--- config.mk ---
export PLATFORM = sky130hd
export DESIGN_NAME = execute_stage_flat
export DESIGN_NICKNAME = d
export VERILOG_FILES = /design/src/rtl/execute_stage_pkg.sv /design/src/rtl/execute_stage_if.sv /design/src/rtl/execute_stage_operand_mux.sv /design/src/rtl/execute_stage.sv /design/src/flat_wrapper.sv
export SDC_FILE = /design/constraint.sdc
export NUM_CORES = 1
export LEC_CHECK = 0
export BUFFER_PORTS_ARGS = -buffer_cell sky130_fd_sc_hd__buf_4
export CAP_MARGIN = 20
export CORE_AREA = 2 2 143 145
export CTS_CLUSTER_SIZE = 30
export DETAILED_ROUTE_END_ITERATION = 6
export DIE_AREA = 0 0 145 147
export PLACE_DENSITY = 0.6
export SETUP_SLACK_MARGIN = 0.2
export SYNTH_ARGS = -nofsm -noshare
export SYNTH_HDL_FRONTEND = slang
export SYNTH_HIERARCHICAL = 1
export SYNTH_SLANG_ARGS = --single-unit
--- constraint.sdc ---
create_clock -name i_clk -period 1.2 [get_ports i_clk]
set_input_delay 0.18 -clock i_clk [delete_from_list [all_inputs] [get_ports i_clk]]
set_output_delay 0.18 -clock i_clk [all_outputs]
set_load 0.05 [all_outputs]
--- src/rtl/execute_stage_pkg.sv ---
// Shared definitions for the MIPS EX stage: ALU funct codes, forward selects, drain FSM states.
package execute_stage_pkg;

  localparam int NB_DATA_DEF      = 32;
  localparam int NB_ALU_OP_DEF    = 6;
  localparam int NB_REG_ADDR_DEF  = 5;
  localparam int NB_SHAMT_DEF     = 5;
  localparam int DRAIN_CYCLES_DEF = 3;

  localparam logic [5:0] ALU_SLL  = 6'b000000;
  localparam logic [5:0] ALU_SRL  = 6'b000010;
  localparam logic [5:0] ALU_SRA  = 6'b000011;
  localparam logic [5:0] ALU_SLLV = 6'b000100;
  localparam logic [5:0] ALU_SRLV = 6'b000110;
  localparam logic [5:0] ALU_SRAV = 6'b000111;
  localparam logic [5:0] ALU_JMP  = 6'b001001;
  localparam logic [5:0] ALU_ADDU = 6'b100001;
  localparam logic [5:0] ALU_SUBU = 6'b100011;
  localparam logic [5:0] ALU_AND  = 6'b100100;
  localparam logic [5:0] ALU_OR   = 6'b100101;
  localparam logic [5:0] ALU_XOR  = 6'b100110;
  localparam logic [5:0] ALU_SLT  = 6'b101010;

  typedef enum logic [1:0] {
    FWD_NONE = 2'b00,
    FWD_EXM  = 2'b01,
    FWD_WB   = 2'b10
  } fwd_sel_e;

  typedef enum logic [1:0] {
    ST_RUN    = 2'd0,
    ST_DRAIN  = 2'd1,
    ST_HALTED = 2'd2
  } state_e;

  // Variable shifts take their shift amount from the low bits of rs.
  function automatic logic is_var_shift(input logic [5:0] op);
    return (op == ALU_SLLV) || (op == ALU_SRLV) || (op == ALU_SRAV);
  endfunction

endpackage

--- src/rtl/execute_stage_if.sv ---
// ID/EX-side, ALU-side and EX/MEM-side signals of the EX stage; slave = EX stage, master = its environment.
interface execute_stage_if #(
  parameter int NB_DATA     = 32,
  parameter int NB_ALU_OP   = 6,
  parameter int NB_REG_ADDR = 5,
  parameter int NB_SHAMT    = 5
);
  logic                   i_step_en;
  logic                   i_stall;
  logic                   i_flush;
  logic                   i_valid;
  logic                   i_halt;
  logic [NB_DATA-1:0]     i_rs_data;
  logic [NB_DATA-1:0]     i_rt_data;
  logic [NB_DATA-1:0]     i_imm;
  logic [NB_SHAMT-1:0]    i_shamt;
  logic [NB_DATA-1:0]     i_pc;
  logic [NB_ALU_OP-1:0]   i_alu_op;
  logic                   i_alu_src;
  logic                   i_shamt_src;
  logic                   i_link;
  logic [1:0]             i_fwd_a;
  logic [1:0]             i_fwd_b;
  logic [NB_DATA-1:0]     i_wb_data;
  logic [NB_REG_ADDR-1:0] i_rd_addr;
  logic                   i_reg_write;
  logic                   i_mem_read;
  logic                   i_mem_write;
  logic [NB_DATA-1:0]     o_alu_a;
  logic [NB_DATA-1:0]     o_alu_b;
  logic [NB_ALU_OP-1:0]   o_alu_op;
  logic [NB_DATA-1:0]     i_alu_result;
  logic [NB_DATA-1:0]     o_exm_result;
  logic [NB_DATA-1:0]     o_exm_store_data;
  logic [NB_REG_ADDR-1:0] o_exm_rd_addr;
  logic                   o_exm_reg_write;
  logic                   o_exm_mem_read;
  logic                   o_exm_mem_write;
  logic                   o_exm_valid;
  logic                   o_halted;

  modport slave (
    input  i_step_en, i_stall, i_flush, i_valid, i_halt,
    input  i_rs_data, i_rt_data, i_imm, i_shamt, i_pc,
    input  i_alu_op, i_alu_src, i_shamt_src, i_link,
    input  i_fwd_a, i_fwd_b, i_wb_data,
    input  i_rd_addr, i_reg_write, i_mem_read, i_mem_write,
    input  i_alu_result,
    output o_alu_a, o_alu_b, o_alu_op,
    output o_exm_result, o_exm_store_data, o_exm_rd_addr,
    output o_exm_reg_write, o_exm_mem_read, o_exm_mem_write,
    output o_exm_valid, o_halted
  );

  modport master (
    output i_step_en, i_stall, i_flush, i_valid, i_halt,
    output i_rs_data, i_rt_data, i_imm, i_shamt, i_pc,
    output i_alu_op, i_alu_src, i_shamt_src, i_link,
    output i_fwd_a, i_fwd_b, i_wb_data,
    output i_rd_addr, i_reg_write, i_mem_read, i_mem_write,
    output i_alu_result,
    input  o_alu_a, o_alu_b, o_alu_op,
    input  o_exm_result, o_exm_store_data, o_exm_rd_addr,
    input  o_exm_reg_write, o_exm_mem_read, o_exm_mem_write,
    input  o_exm_valid, o_halted
  );
endinterface

--- src/rtl/execute_stage_operand_mux.sv ---
// Combinational ALU operand and store-data selection for the EX stage.
// Forwarding muxes exist only when EXECUTE_STAGE_FORWARDING_EN is defined.
module ex_operand_mux
  import execute_stage_pkg::*;
#(
  parameter int NB_DATA   = 32,
  parameter int NB_ALU_OP = 6,
  parameter int NB_SHAMT  = 5
) (
  input  logic [NB_DATA-1:0]   rs_data_i,
  input  logic [NB_DATA-1:0]   rt_data_i,
  input  logic [NB_DATA-1:0]   imm_i,
  input  logic [NB_SHAMT-1:0]  shamt_i,
  input  logic [NB_DATA-1:0]   pc_i,
  input  logic [NB_ALU_OP-1:0] alu_op_i,
  input  logic                 alu_src_i,
  input  logic                 shamt_src_i,
  input  logic                 link_i,
  input  logic [1:0]           fwd_a_i,
  input  logic [1:0]           fwd_b_i,
  input  logic [NB_DATA-1:0]   wb_data_i,
  input  logic [NB_DATA-1:0]   exm_result_i,
  output logic [NB_DATA-1:0]   alu_a_o,
  output logic [NB_DATA-1:0]   alu_b_o,
  output logic [NB_DATA-1:0]   store_data_o
);

  logic [NB_DATA-1:0] fwd_rs;
  logic [NB_DATA-1:0] fwd_rt;

`ifdef EXECUTE_STAGE_FORWARDING_EN
  // Select 11 is not a legal encoding and falls back to the ID/EX value.
  always_comb begin
    fwd_rs = rs_data_i;
    if (fwd_a_i == FWD_EXM)     fwd_rs = exm_result_i;
    else if (fwd_a_i == FWD_WB) fwd_rs = wb_data_i;
  end

  always_comb begin
    fwd_rt = rt_data_i;
    if (fwd_b_i == FWD_EXM)     fwd_rt = exm_result_i;
    else if (fwd_b_i == FWD_WB) fwd_rt = wb_data_i;
  end
`else
  logic unused_fwd;
  assign fwd_rs     = rs_data_i;
  assign fwd_rt     = rt_data_i;
  assign unused_fwd = ^{fwd_a_i, fwd_b_i, wb_data_i, exm_result_i};
`endif

  always_comb begin
    alu_a_o = fwd_rs;
    if (link_i)
      alu_a_o = pc_i;
    else if (shamt_src_i)
      alu_a_o = {{(NB_DATA-NB_SHAMT){1'b0}}, shamt_i};
    else if (is_var_shift(alu_op_i))
      alu_a_o = {{(NB_DATA-NB_SHAMT){1'b0}}, fwd_rs[NB_SHAMT-1:0]};
  end

  assign alu_b_o      = alu_src_i ? imm_i : fwd_rt;
  assign store_data_o = fwd_rt;

endmodule

--- src/rtl/execute_stage.sv ---
// MIPS EX stage: operand selection, EX/MEM latch with step/flush/stall, HALT drain FSM.
// Optional forwarding via EXECUTE_STAGE_FORWARDING_EN.
//   state     | meaning
//   ST_RUN    | normal operation, captures real instructions
//   ST_DRAIN  | HALT captured, counting stepped cycles, latching bubbles
//   ST_HALTED | pipeline empty, o_halted high until reset
module execute_stage
  import execute_stage_pkg::*;
#(
  parameter int NB_DATA      = NB_DATA_DEF,
  parameter int NB_ALU_OP    = NB_ALU_OP_DEF,
  parameter int NB_REG_ADDR  = NB_REG_ADDR_DEF,
  parameter int NB_SHAMT     = NB_SHAMT_DEF,
  parameter int DRAIN_CYCLES = DRAIN_CYCLES_DEF
) (
  input logic            i_clk,
  input logic            i_rst_n,
  execute_stage_if.slave ex_if
);

  localparam int NB_CNT = (DRAIN_CYCLES < 2) ? 1 : $clog2(DRAIN_CYCLES + 1);

  state_e                 state_q;
  logic [NB_CNT-1:0]      cnt_q;
  logic                   halted_q;
  logic [NB_DATA-1:0]     result_q;
  logic [NB_DATA-1:0]     store_q;
  logic [NB_REG_ADDR-1:0] rd_q;
  logic                   reg_write_q;
  logic                   mem_read_q;
  logic                   mem_write_q;
  logic                   valid_q;

  logic [NB_DATA-1:0]     store_data_d;
  logic                   capture_d;
  logic                   cap_valid_d;

  ex_operand_mux #(
    .NB_DATA   (NB_DATA),
    .NB_ALU_OP (NB_ALU_OP),
    .NB_SHAMT  (NB_SHAMT)
  ) u_operand_mux (
    .rs_data_i    (ex_if.i_rs_data),
    .rt_data_i    (ex_if.i_rt_data),
    .imm_i        (ex_if.i_imm),
    .shamt_i      (ex_if.i_shamt),
    .pc_i         (ex_if.i_pc),
    .alu_op_i     (ex_if.i_alu_op),
    .alu_src_i    (ex_if.i_alu_src),
    .shamt_src_i  (ex_if.i_shamt_src),
    .link_i       (ex_if.i_link),
    .fwd_a_i      (ex_if.i_fwd_a),
    .fwd_b_i      (ex_if.i_fwd_b),
    .wb_data_i    (ex_if.i_wb_data),
    .exm_result_i (result_q),
    .alu_a_o      (ex_if.o_alu_a),
    .alu_b_o      (ex_if.o_alu_b),
    .store_data_o (store_data_d)
  );

  assign capture_d   = ex_if.i_step_en && !ex_if.i_flush && !ex_if.i_stall;
  // HALT itself and anything after it are latched as bubbles.
  assign cap_valid_d = ex_if.i_valid && !ex_if.i_halt && (state_q == ST_RUN);

  always_ff @(posedge i_clk or negedge i_rst_n) begin
    if (!i_rst_n) begin
      state_q     <= ST_RUN;
      cnt_q       <= '0;
      halted_q    <= 1'b0;
      result_q    <= '0;
      store_q     <= '0;
      rd_q        <= '0;
      reg_write_q <= 1'b0;
      mem_read_q  <= 1'b0;
      mem_write_q <= 1'b0;
      valid_q     <= 1'b0;
    end else if (ex_if.i_step_en) begin
      if (ex_if.i_flush) begin
        valid_q     <= 1'b0;
        reg_write_q <= 1'b0;
        mem_read_q  <= 1'b0;
        mem_write_q <= 1'b0;
      end else if (!ex_if.i_stall) begin
        result_q    <= ex_if.i_alu_result;
        store_q     <= store_data_d;
        rd_q        <= ex_if.i_rd_addr;
        valid_q     <= cap_valid_d;
        reg_write_q <= ex_if.i_reg_write && cap_valid_d;
        mem_read_q  <= ex_if.i_mem_read && cap_valid_d;
        mem_write_q <= ex_if.i_mem_write && cap_valid_d;
      end

      unique case (state_q)
        ST_RUN: begin
          if (capture_d && ex_if.i_valid && ex_if.i_halt) begin
            state_q <= ST_DRAIN;
            cnt_q   <= NB_CNT'(DRAIN_CYCLES);
          end
        end
        ST_DRAIN: begin
          if (cnt_q <= NB_CNT'(1)) begin
            state_q  <= ST_HALTED;
            cnt_q    <= '0;
            halted_q <= 1'b1;
          end else begin
            cnt_q <= cnt_q - NB_CNT'(1);
          end
        end
        ST_HALTED: halted_q <= 1'b1;
        default:   state_q  <= ST_RUN;
      endcase
    end
  end

  assign ex_if.o_alu_op         = ex_if.i_alu_op;
  assign ex_if.o_exm_result     = result_q;
  assign ex_if.o_exm_store_data = store_q;
  assign ex_if.o_exm_rd_addr    = rd_q;
  assign ex_if.o_exm_reg_write  = reg_write_q;
  assign ex_if.o_exm_mem_read   = mem_read_q;
  assign ex_if.o_exm_mem_write  = mem_write_q;
  assign ex_if.o_exm_valid      = valid_q;
  assign ex_if.o_halted         = halted_q;

endmodule

--- src/flat_wrapper.sv ---
// flat-port wrapper written by rule: the top's interface ports become plain ports
module execute_stage_flat import execute_stage_pkg::*;
#(
  parameter int NB_DATA      = NB_DATA_DEF,
  parameter int NB_ALU_OP    = NB_ALU_OP_DEF,
  parameter int NB_REG_ADDR  = NB_REG_ADDR_DEF,
  parameter int NB_SHAMT     = NB_SHAMT_DEF,
  parameter int DRAIN_CYCLES = DRAIN_CYCLES_DEF
)
  (i_clk, i_rst_n, ex_if_i_step_en, ex_if_i_stall, ex_if_i_flush, ex_if_i_valid, ex_if_i_halt, ex_if_i_rs_data, ex_if_i_rt_data, ex_if_i_imm, ex_if_i_shamt, ex_if_i_pc, ex_if_i_alu_op, ex_if_i_alu_src, ex_if_i_shamt_src, ex_if_i_link, ex_if_i_fwd_a, ex_if_i_fwd_b, ex_if_i_wb_data, ex_if_i_rd_addr, ex_if_i_reg_write, ex_if_i_mem_read, ex_if_i_mem_write, ex_if_i_alu_result, ex_if_o_alu_a, ex_if_o_alu_b, ex_if_o_alu_op, ex_if_o_exm_result, ex_if_o_exm_store_data, ex_if_o_exm_rd_addr, ex_if_o_exm_reg_write, ex_if_o_exm_mem_read, ex_if_o_exm_mem_write, ex_if_o_exm_valid, ex_if_o_halted);
  execute_stage_if #(.NB_DATA(NB_DATA), .NB_ALU_OP(NB_ALU_OP), .NB_REG_ADDR(NB_REG_ADDR), .NB_SHAMT(NB_SHAMT)) ex_if_i ();
  input logic i_clk;
  input logic i_rst_n;
  input wire logic [$bits(ex_if_i.i_step_en)-1:0] ex_if_i_step_en;
  input wire logic [$bits(ex_if_i.i_stall)-1:0] ex_if_i_stall;
  input wire logic [$bits(ex_if_i.i_flush)-1:0] ex_if_i_flush;
  input wire logic [$bits(ex_if_i.i_valid)-1:0] ex_if_i_valid;
  input wire logic [$bits(ex_if_i.i_halt)-1:0] ex_if_i_halt;
  input wire logic [$bits(ex_if_i.i_rs_data)-1:0] ex_if_i_rs_data;
  input wire logic [$bits(ex_if_i.i_rt_data)-1:0] ex_if_i_rt_data;
  input wire logic [$bits(ex_if_i.i_imm)-1:0] ex_if_i_imm;
  input wire logic [$bits(ex_if_i.i_shamt)-1:0] ex_if_i_shamt;
  input wire logic [$bits(ex_if_i.i_pc)-1:0] ex_if_i_pc;
  input wire logic [$bits(ex_if_i.i_alu_op)-1:0] ex_if_i_alu_op;
  input wire logic [$bits(ex_if_i.i_alu_src)-1:0] ex_if_i_alu_src;
  input wire logic [$bits(ex_if_i.i_shamt_src)-1:0] ex_if_i_shamt_src;
  input wire logic [$bits(ex_if_i.i_link)-1:0] ex_if_i_link;
  input wire logic [$bits(ex_if_i.i_fwd_a)-1:0] ex_if_i_fwd_a;
  input wire logic [$bits(ex_if_i.i_fwd_b)-1:0] ex_if_i_fwd_b;
  input wire logic [$bits(ex_if_i.i_wb_data)-1:0] ex_if_i_wb_data;
  input wire logic [$bits(ex_if_i.i_rd_addr)-1:0] ex_if_i_rd_addr;
  input wire logic [$bits(ex_if_i.i_reg_write)-1:0] ex_if_i_reg_write;
  input wire logic [$bits(ex_if_i.i_mem_read)-1:0] ex_if_i_mem_read;
  input wire logic [$bits(ex_if_i.i_mem_write)-1:0] ex_if_i_mem_write;
  input wire logic [$bits(ex_if_i.i_alu_result)-1:0] ex_if_i_alu_result;
  output wire logic [$bits(ex_if_i.o_alu_a)-1:0] ex_if_o_alu_a;
  output wire logic [$bits(ex_if_i.o_alu_b)-1:0] ex_if_o_alu_b;
  output wire logic [$bits(ex_if_i.o_alu_op)-1:0] ex_if_o_alu_op;
  output wire logic [$bits(ex_if_i.o_exm_result)-1:0] ex_if_o_exm_result;
  output wire logic [$bits(ex_if_i.o_exm_store_data)-1:0] ex_if_o_exm_store_data;
  output wire logic [$bits(ex_if_i.o_exm_rd_addr)-1:0] ex_if_o_exm_rd_addr;
  output wire logic [$bits(ex_if_i.o_exm_reg_write)-1:0] ex_if_o_exm_reg_write;
  output wire logic [$bits(ex_if_i.o_exm_mem_read)-1:0] ex_if_o_exm_mem_read;
  output wire logic [$bits(ex_if_i.o_exm_mem_write)-1:0] ex_if_o_exm_mem_write;
  output wire logic [$bits(ex_if_i.o_exm_valid)-1:0] ex_if_o_exm_valid;
  output wire logic [$bits(ex_if_i.o_halted)-1:0] ex_if_o_halted;
  assign ex_if_i.i_step_en = ex_if_i_step_en;
  assign ex_if_i.i_stall = ex_if_i_stall;
  assign ex_if_i.i_flush = ex_if_i_flush;
  assign ex_if_i.i_valid = ex_if_i_valid;
  assign ex_if_i.i_halt = ex_if_i_halt;
  assign ex_if_i.i_rs_data = ex_if_i_rs_data;
  assign ex_if_i.i_rt_data = ex_if_i_rt_data;
  assign ex_if_i.i_imm = ex_if_i_imm;
  assign ex_if_i.i_shamt = ex_if_i_shamt;
  assign ex_if_i.i_pc = ex_if_i_pc;
  assign ex_if_i.i_alu_op = ex_if_i_alu_op;
  assign ex_if_i.i_alu_src = ex_if_i_alu_src;
  assign ex_if_i.i_shamt_src = ex_if_i_shamt_src;
  assign ex_if_i.i_link = ex_if_i_link;
  assign ex_if_i.i_fwd_a = ex_if_i_fwd_a;
  assign ex_if_i.i_fwd_b = ex_if_i_fwd_b;
  assign ex_if_i.i_wb_data = ex_if_i_wb_data;
  assign ex_if_i.i_rd_addr = ex_if_i_rd_addr;
  assign ex_if_i.i_reg_write = ex_if_i_reg_write;
  assign ex_if_i.i_mem_read = ex_if_i_mem_read;
  assign ex_if_i.i_mem_write = ex_if_i_mem_write;
  assign ex_if_i.i_alu_result = ex_if_i_alu_result;
  assign ex_if_o_alu_a = ex_if_i.o_alu_a;
  assign ex_if_o_alu_b = ex_if_i.o_alu_b;
  assign ex_if_o_alu_op = ex_if_i.o_alu_op;
  assign ex_if_o_exm_result = ex_if_i.o_exm_result;
  assign ex_if_o_exm_store_data = ex_if_i.o_exm_store_data;
  assign ex_if_o_exm_rd_addr = ex_if_i.o_exm_rd_addr;
  assign ex_if_o_exm_reg_write = ex_if_i.o_exm_reg_write;
  assign ex_if_o_exm_mem_read = ex_if_i.o_exm_mem_read;
  assign ex_if_o_exm_mem_write = ex_if_i.o_exm_mem_write;
  assign ex_if_o_exm_valid = ex_if_i.o_exm_valid;
  assign ex_if_o_halted = ex_if_i.o_halted;
  execute_stage #(.NB_DATA(NB_DATA), .NB_ALU_OP(NB_ALU_OP), .NB_REG_ADDR(NB_REG_ADDR), .NB_SHAMT(NB_SHAMT), .DRAIN_CYCLES(DRAIN_CYCLES)) u_core (.i_clk(i_clk), .i_rst_n(i_rst_n), .ex_if(ex_if_i));
endmodule
==> impl_metrics.tcl, run 1 <==
set metrics [dict create \
    status "finished, violations left" \
    violations "negative setup slack" \
    path_common_cell "buf_6" \
    cp_max_fo 26 \
    drv_cap 0 \
    final.period_utilization_pct 121 \
    slew_headroom_pct 67.6 \
    clock_path_buffers 2 \
    ant_nets 0 \
    ys_async_sr_fraction_pct 100 \
    grt_usage_pct 15.3 \
    tightest_slew_ns 0.481 \
    finalMaxSlewViolations 0 \
    crit_type "input pin to output port" \
    synth_edf_count 0 \
    p_leak_nw 4.54 \
    hp-start "ex_if_i_alu_result[11]" \
    ir_worst_vdd_uv 609 \
    clock_skew_ns 0.00464 \
    synth_cell_type_count 28 \
    synth_fp_nets 536 \
    clockPowerShare_pct 21.8 \
    fill_cells 1808 \
    period_needed_ns 1.45 \
    first_iter_violations 98 \
    drive_above_1_share_pct 85.4 \
    routed_via_density 4.19 \
    worstPathArrival_ns 1.27 \
    coreArea_sq_um 19800 \
    place_area_sq_um 7340 \
    fin_setup_tns_ns -6.35 \
    nets 906 \
    fmax_mhz 687 \
    cts_tree "built" \
    drc_errors 0 \
    die_w_um 145 \
    synth_ff_type "dfrtp_1" \
    clk_pin_slew_worst_paths_ns 0.07 \
    dpl.hpwl_mm 12.8 \
    htree_levels 3 \
    io_pins 369 \
    cp_top_family "buffers and inverters" \
    worst_path_largest_cell_delay_ns 0.28 \
    cts_sinks 78 \
    yosysWarningCount 6 \
    clk-insertion-delay-late_ns 0.34 \
    design_area_sq_um 8990 \
    antenna_found_initial 1 \
    power_density_nw_per_um2 1440 \
    routed-via-count 4014 \
    cts_buffers 9 \
    synth_seq_area_share_pct 47.5 \
    start_kind "input pin" \
    startpoint "ex_if_i_alu_op[3]" \
    dieHeight_um 147 \
    synth-seq-cells 78 \
    hp-class "input pin to register" \
    grt_pass1_wl_mm 24.9 \
    start_util_pct 20.7 \
    setup_viol_count_final 27 \
    postRouteWirelength_mm 16.8 \
    grt_setup_unrepaired "true" \
    synth_area_sq_um 4110 \
    p_int_mw 7.94 \
    path_cells "buf_6, nor4b_4, o21ai_2, buf_12, a32o_2, buf_6" \
    fin_ws_ns -0.255 \
    crit_required_ns 1.02 \
    syn2layout_area_growth_pct 119 \
    setup.worst_path.end_class "output port" \
    die-area_sq_um 21300 \
    grt_overflow 0 \
    cp_num_buf_inv 3 \
    port-buffer-count 332 \
    sw_frac_of_total_pct 38.5 \
    syn_inst 311 \
    p_total_mw 12.9 \
    cpMaxStageDelayCell "a32o_2" \
    first_global_vias 4302 \
    routedWlPerCell_um 17.6 \
    avgSynthCellArea_sq_um 13.2 \
    rr_startpoint "u_core/state_q[1]" \
    hold_viol 0 \
    grt_max_degree 79 \
    rows 52 \
    gp_congestion 0.778 \
    drt_pass1_iterations 4 \
    p_switching_mw 4.97 \
    comb_power_share_pct 50.7 \
    seqPwrFrac_pct 27.5 \
    root_buffer "clkbuf_16" \
]
## registers in the layout (all words and copies together) (netlist names)
signal	count
u_core/ex_if.o_exm_valid	1
u_core/ex_if.o_exm_mem_write	1
u_core/ex_if.o_exm_store_data	32
u_core/cnt_q	2
u_core/ex_if.o_exm_result	32
u_core/ex_if.o_exm_reg_write	1
u_core/ex_if.o_exm_mem_read	1
u_core/state_q	2
u_core/ex_if.o_exm_rd_addr	5
u_core/ex_if.o_halted	1
## logic make-up after synthesis
| family | count (synthesis) | synth area share [%] |
|---|---|---|
| AO/OA/AOI/OAI | 42 | 8.89 |
| buffers and inverters | 62 | 10.8 |
| flip-flops | 78 | 47.5 |
| multiplexers | 107 | 29.2 |
| AND/OR/NAND/NOR | 22 | 3.65 |
## Yosys cell counts, types with 2 or more instances
library cell  count  area, sq um
mux2_2           94         1060
dfrtp_1          78         1950
buf_4            40          300
a32o_1           26          260
nand2_1           9         33.8
mux2_1            8         90.1
o21ai_0           8         40.0
buf_2             7         35.0
buf_6             7         78.8
mux2i_1           5         50.1
clkbuf_1          4         15.0
inv_1             4         15.0
a22o_1            3         26.3
nor3b_1           3         22.5
nand3_1           2         10.0
## cell usage in the layout (no fill, tap or decap), types with 3 or more instances in the layout
cell type and count:
buf_6 127, buf_8 40, a22o_1 3, inv_1 4
mux2i_4 4, buf_4 236, nand2_1 7, dfrtp_1 77
mux2_4 102, buf_12 11, o21ai_4 4, clkbuf_16 9
a32o_2 26, o21ai_2 3
## layer usage
layer / GRT usage [%] / wire length (um) / up-vias
li1: - / - / 1850
met3: 4.10 / 1170 / 25
met4: 6.73 / 495 / 0
met5: 0 / 0 / -
met2: 29.9 / 9410 / 209
met1: 15.1 / 5760 / 1930
## stage by stage
| stage | worst slack (ns) | std cells | hold slack [ns] | util [%] |
|---|---|---|---|---|
| after floorplan | -0.0914 | 311 | -0.116 | - |
| after global placement | -0.300 | 884 | 0.241 | 37.0 |
| after detailed placement | -0.309 | 884 | 0.242 | 37.0 |
| after CTS | -0.261 | 936 | 0.0464 | 43.9 |
| after global routing | -0.302 | 957 | 0.0442 | 45.3 |
| final | -0.255 | 957 | 0.0644 | 45.3 |
## power groups by stage
stage	Clock, mW	Combinational, mW	Sequential [mW]
2_1_floorplan	0	1.99	5.06
3_3_place_gp	0	5.36	3.46
3_5_place_dp	0	5.38	3.48
4_1_cts	2.93	6.27	3.51
5_1_grt	3.03	6.79	3.62
6_report	2.81	6.54	3.55
## timing repair
| action | 4_1_cts | 5_1_grt |
|---|---|---|
| setup endpoints to repair | 146 | 163 |
| hold buffers | 1 | 0 |
| hold endpoints to repair | 78 | 0 |
| pin swaps | 8 | 4 |
| cloned | 1 | 0 |
| buffers inserted | 34 | 20 |
| resized for setup | 204 | 34 |
## layout make-up
| cell class | count | area, sq um | share of cell area (%) |
|---|---|---|---|
| timing repair buffer | 417 | 4090 | 45.5 |
| tap | 270 | 338 | 3.76 |
| antenna | 1 | 2.50 | 0.0278 |
| inverter | 4 | 15.0 | 0.167 |
| sequential | 78 | 1950 | 21.7 |
| multi-input combinational | 171 | 2290 | 25.5 |
| clock inverter | 7 | 80.1 | 0.890 |
| clock buffer | 9 | 225 | 2.50 |
## path summary, 6_finish.rpt
check                           slack (ns)  depth (start not counted)                            end
worst max-delay path                 -0.25                          6              ex_if_o_alu_a[16]
worst min-delay path                  0.06                          2  u_core/ex_if.o_exm_result[11]
worst max register to register        0.11                          3                u_core/cnt_q[0]
worst min register to register        0.51                          1          u_core/ex_if.o_halted
max in group asynchronous             0.44                          3                u_core/cnt_q[1]
min in group asynchronous             0.39                          3  u_core/ex_if.o_exm_result[10]
Power figures use the tool's default switching activity.
==> run 2: changes to the inputs <==
Settings changed: PLACE_DENSITY 0.6 to 0.59.
==> run 2 against run 1 <==
The run still ends with negative setup slack left. Clock-buffer cell count did not move. Routed wire length rose by 13%. Combinational power rose by 3.2%. Flip-flop and latch count did not move. Fmax fell by 0.29%. Cell count rose by 2.4%. Power rose by 0.30%. Die area did not move. First-iteration DRC count rose by 1.0%. Via count rose by 3.1%. Cell area rose by 3.7%. Critical endpoint is now ex_if_o_alu_a[24]. Highest routed layer unchanged.
==> impl_metrics.tcl, run 2 (synthesized netlist as in run 1, its figures left out) <==
set metrics [dict create \
    rows 52 \
    grt_max_degree 79 \
    clock_skew_ns 0.00217 \
    fin_ws_ns -0.259 \
    ir_worst_vdd_uv 613 \
    start_util_pct 20.7 \
    io_pins 369 \
    crit_required_ns 1.02 \
    setup.worst_path.end_class "output port" \
    routed-via-count 4138 \
    cp_max_fo 27 \
    routedWlPerCell_um 19.5 \
    design_area_sq_um 9320 \
    cts_sinks 78 \
    r2r-end "u_core/cnt_q[0]" \
    final_common_cell "buf_4" \
    rr_startpoint "u_core/state_q[1]" \
    p_int_mw 7.84 \
    grt_setup_unrepaired "true" \
    first_iter_violations 99 \
    port-buffer-count 332 \
    path_cells "buf_8, nor4b_4, o21ai_2, buf_12, a32o_2, buf_6" \
    place_area_sq_um 7240 \
    drt_pass1_iterations 4 \
    tightest_slew_ns 0.611 \
    nets 924 \
    place_ws_ns -0.296 \
    cpMaxStageDelayCell "nor4b_4" \
    clock_path_buffers 2 \
    setup_viol_count_final 38 \
    worst_path_largest_cell_delay_ns 0.27 \
    r2r_cells 3 \
    cts_tree "built" \
    grt_busiest_layer "met2" \
    root_buffer "clkbuf_16" \
    regArea_sq_um 1950 \
    postRouteWirelength_mm 19.1 \
    first_global_vias 4630 \
    p_leak_nw 4.68 \
    fill_cells 1754 \
    finalMaxSlewViolations 0 \
    hold_viol 0 \
    die-area_sq_um 21300 \
    dieHeight_um 147 \
    antenna_found_initial 6 \
    drc_errors 0 \
    grt_usage_pct 17.1 \
    violations "negative setup slack" \
    grt_overflow 0 \
    final.period_utilization_pct 122 \
    r2r_slack_ns 0.11 \
    worstPathArrival_ns 1.28 \
    p_switching_mw 5.11 \
    cts_buffers 9 \
    syn2layout_area_growth_pct 127 \
    drive_above_1_share_pct 85.5 \
    htree_levels 3 \
    clk-insertion-delay-late_ns 0.34 \
    clk_pin_slew_worst_paths_ns 0.07 \
    met3_usage_pct 4.57 \
    ant_nets 0 \
    globalRouteMet1Util_pct 16.6 \
    period_needed_ns 1.46 \
    grtUsageMet2_pct 32.7 \
    gp_congestion 0.898 \
    clockPowerShare_pct 20.4 \
    dpl.hpwl_mm 13.3 \
    start_kind "input pin" \
    hp-class "input pin to register" \
    hp-start "ex_if_i_alu_result[3]" \
    critPathCapture "ex_if_o_alu_a[24]" \
    drv_cap 0 \
    routed_via_density 4.22 \
    multi_input_area_sq_um 2270 \
    status "finished, violations left" \
    crit_type "input pin to output port" \
    layout_common_cells "244 x buf_4, 131 x buf_6, 101 x mux2_4, 78 x dfrtp_1, 32 x buf_8" \
    slew_headroom_pct 59.2 \
    comb_power_share_pct 52.1 \
    coreArea_sq_um 19800 \
    seqPwrFrac_pct 27.5 \
    sw_frac_of_total_pct 39.4 \
    die_w_um 145 \
    fmax_mhz 685 \
    grt_pass1_wl_mm 27.3 \
    startpoint "ex_if_i_alu_op[3]" \
    power_density_nw_per_um2 1390 \
]
[run 2: cell count changes in the layout (fill, tap and decap cells not counted), moves of 4 or more]
cell and delta:
buf_8 -8, clkbuf_16 +6, diode_2 +5, buf_6 +4, buf_4 +8, buf_16 +9
[run 2: worst max-delay path: cells and delay by family]
family,cells,cell delay (ns)
compound gates,2,0.39
buf+inv,3,0.43
simple gates,1,0.27
[run 2: layout make-up]
| class | instances | share of cell area (%) |
|---|---|---|
| diodes | 6 | 0.161 |
| clock buffers | 9 | 2.42 |
| clock inverters | 7 | 0.617 |
| inverters | 4 | 0.161 |
| multi-input cells | 171 | 24.4 |
| flip-flops and latches | 78 | 20.9 |
| well taps | 270 | 3.62 |
| repair buffers | 435 | 47.7 |
[run 2: timing repair]
action,CTS,global route
cloned,8,7
hold buffers,1,0
setup buffers,48,18
pin swaps,8,6
hold endpoints to repair,78,0
endpoints found under the setup margin,215,207
gates resized for setup,211,26
[run 2: how the worst min path moves through the flow]
stage	to	slack [ns]	depth (start not counted)
final	u_core/ex_if.o_exm_result[3]	0.06	2
after global routing	u_core/ex_if.o_exm_result[20]	0.05	2
after CTS	u_core/ex_if.o_exm_result[3]	0.04	2
after detailed placement	u_core/ex_if.o_exm_result[24]	0.24	2
after global placement	u_core/ex_if.o_exm_result[24]	0.23	2
after floorplan	u_core/cnt_q[0]	-0.12	0
[run 2: stage by stage]
step	util (%)	hold slack, ns	setup TNS [ns]	std cells	total power, mW
after floorplan	-	-0.116	-3.44	311	7.05
after global placement	36.5	0.233	-21.50	876	8.84
after detailed placement	36.5	0.244	-22.56	876	8.90
after CTS	44.9	0.0425	-6.65	949	12.8
after global routing	47.0	0.0457	-7.96	980	13.5
final	47.0	0.0556	-6.92	980	13.0
[run 2: metal layers]
layer / part of all wire, % / wire length [um]
met2: 56 / 10800
met5: 0 / 0
met3: 6.1 / 1170
met4: 3.6 / 687
met1: 34 / 6450
[run 2: power groups by stage]
| stage | Sequential (mW) | Clock (mW) | Combinational (mW) |
|---|---|---|---|
| CTS | 3.54 | 2.74 | 6.48 |
| floorplan | 5.06 | 0 | 1.99 |
| global placement | 3.50 | 0 | 5.35 |
| global route | 3.63 | 2.87 | 6.99 |
| detailed placement | 3.51 | 0 | 5.39 |
| finish | 3.56 | 2.64 | 6.75 |
==> run 3: changes to the inputs <==
==> constraint.sdc (replaced) <==
create_clock -name i_clk -period 1.2 [get_ports i_clk]
set_input_delay 0.18 -clock i_clk [delete_from_list [all_inputs] [get_ports i_clk]]
set_output_delay 0.18 -clock i_clk [all_outputs]
set_load 0.01 [all_outputs]
==> run 3 against run 2 <==
The flow still finishes with violations (negative setup slack). Clock-buffer cell count is 1 higher. Highest routed layer unchanged. Clock skew is 0.0037 ns higher. First-iteration DRC count is 18% lower. Global-route usage is 2.8 points lower. Sequential power hardly changed. Die area stayed put. Routed wire length is 12% lower. Combinational power is 41% lower. Fmax is 0.86% higher. Worst setup slack better by 0.012 ns. Non-clock buffer count is 60 lower. Flip-flop and latch count stayed put.
==> impl_metrics.tcl, run 3 (synthesized netlist as in run 1, its figures left out) <==
set metrics [dict create \
    routed_via_density 4.29 \
    io_pins 369 \
    ir_worst_vdd_uv 826 \
    path_cells "buf_8, nor4b_4, buf_6, o21ai_4, a32o_2, buf_6" \
    drive_above_1_share_pct 82.5 \
    syn2layout_area_growth_pct 110 \
    cts_buffers 9 \
    finalMaxSlewViolations 0 \
    cts_tree "built" \
    status "finished, violations left" \
    grt_usage_pct 14.2 \
    die_w_um 145 \
    slew_headroom_pct 68.8 \
    start_util_pct 20.7 \
    grt_overflow 0 \
    hold_viol 0 \
    fin_ws_ns -0.246 \
    p_total_mw 10.3 \
    antenna_found_initial 0 \
    root_buffer "clkbuf_16" \
    place_area_sq_um 6860 \
    htree_levels 3 \
    nets 867 \
    first_global_vias 4143 \
    final.period_utilization_pct 121 \
    rows 52 \
    clk_pin_slew_worst_paths_ns 0.07 \
    num_antenna_cells 0 \
    coreArea_sq_um 19800 \
    crit_type "input pin to output port" \
    tightest_slew_ns 0.463 \
    die-area_sq_um 21300 \
    cp_top_family "buffers and inverters" \
    fill_cells 1801 \
    place_ws_ns -0.342 \
    drv_cap 0 \
    cpMaxStageDelayCell "nor4b_4" \
    grt_setup_unrepaired "true" \
    start_kind "input pin" \
    fin_cells 917 \
    postRouteWirelength_mm 16.8 \
    fin_setup_tns_ns -6.20 \
    first_iter_violations 81 \
    grt_max_degree 33 \
    worstPathArrival_ns 1.27 \
    dp_cells 868 \
    drc_errors 0 \
    setup_viol_count_final 27 \
    path_common_cell "buf_6" \
    clock_skew_ns 0.00587 \
    crit_required_ns 1.02 \
    final_common_cell "buf_4" \
    dieHeight_um 147 \
    hp-class "input pin to register" \
    gp_congestion 0.757 \
    cp_max_fo 7 \
    drt_pass1_iterations 4 \
    layout_common_cells "203 x buf_4, 141 x buf_6, 102 x mux2_4, 78 x dfrtp_1, 26 x a32o_2" \
    period_needed_ns 1.45 \
    p_leak_nw 4.33 \
    grt_pass1_wl_mm 23.6 \
    ant_nets 0 \
    design_area_sq_um 8640 \
    clock_path_buffers 2 \
    clk-insertion-delay-late_ns 0.35 \
    cts_sinks 78 \
    routedWlPerCell_um 18.3 \
    worst_path_largest_cell_delay_ns 0.30 \
    power_density_nw_per_um2 1190 \
    routed-via-count 3933 \
    dpl.hpwl_mm 10.8 \
    fmax_mhz 691 \
    cp_num_buf_inv 3 \
    setup.worst_path.end_class "output port" \
    violations "negative setup slack" \
    port-buffer-count 332 \
]
## run 3: changes by cell type in the layout (fill, tap and decap cells not counted), sizes merged
cell	delta
buf	-59
bufinv	+1
clkinvlp	-1
diode	-6
inv	-1
o21ai	+3
## run 3: area by class of cell
cell class | count | area, sq um | share of cell area [%]
repair buffers | 375 | 3780 | 43.8
multi-input cells | 174 | 2250 | 26.0
flip-flops and latches | 78 | 1950 | 22.6
well taps | 270 | 338 | 3.91
clock buffers | 10 | 229 | 2.65
clock inverters | 6 | 71.3 | 0.826
inverters | 4 | 15.0 | 0.174
## run 3: where the power goes
group	switching [mW]	internal [mW]
Sequential	0.407	3.14
Clock	1.17	1.63
Combinational	1.31	2.65
Total	2.89	7.41
## run 3: metrics by stage
stage / utilization (%) / hold WS, ns
floorplan: - / -0.116
global placement: 34.6 / 0.0765
detailed placement: 34.6 / 0.0773
CTS: 40.8 / 0.0454
global route: 43.5 / 0.0431
finish: 43.5 / 0.0604
## run 3: worst paths after layout
kind | endpoint | from | slack [ns] | depth (start not counted)
max reg2reg | u_core/cnt_q[0] | u_core/state_q[1] | 0.09 | 3
max | ex_if_o_alu_a[29] | ex_if_i_alu_op[5] | -0.25 | 6
max in group asynchronous | u_core/ex_if.o_exm_store_data[16] | i_rst_n | 0.47 | 3
min in group asynchronous | u_core/ex_if.o_exm_result[13] | i_rst_n | 0.26 | 2
min | u_core/ex_if.o_exm_reg_write | ex_if_i_reg_write | 0.06 | 2
min reg2reg | u_core/ex_if.o_halted | u_core/ex_if.o_halted | 0.50 | 1
## run 3: timing repair
item / CTS / global route
pin swaps: 7 / 9
gates resized for setup: 167 / 94
setup endpoints to repair: 175 / 209
buffers inserted: 11 / 4
hold buffers: 1 / 0
endpoints found under the hold margin: 50 / 0
cloned: 10 / 7
## run 3: worst reg2reg max path: stages, from the launching register on
cell and delay (ns):
dfrtp_1 0.41, nand3b_1 0.20, or3b_4 0.39, nand3_2 0.06
## run 3: routing by layer
| metal | vias to the layer above | GRT usage, % | part of all wire (%) |
|---|---|---|---|
| met5 | - | 0 | 0 |
| met4 | 0 | 4.75 | 1.5 |
| met3 | 22 | 4.97 | 7.5 |
| met2 | 201 | 25.9 | 53 |
| met1 | 1935 | 15.5 | 38 |
| li1 | 1775 | - | - |
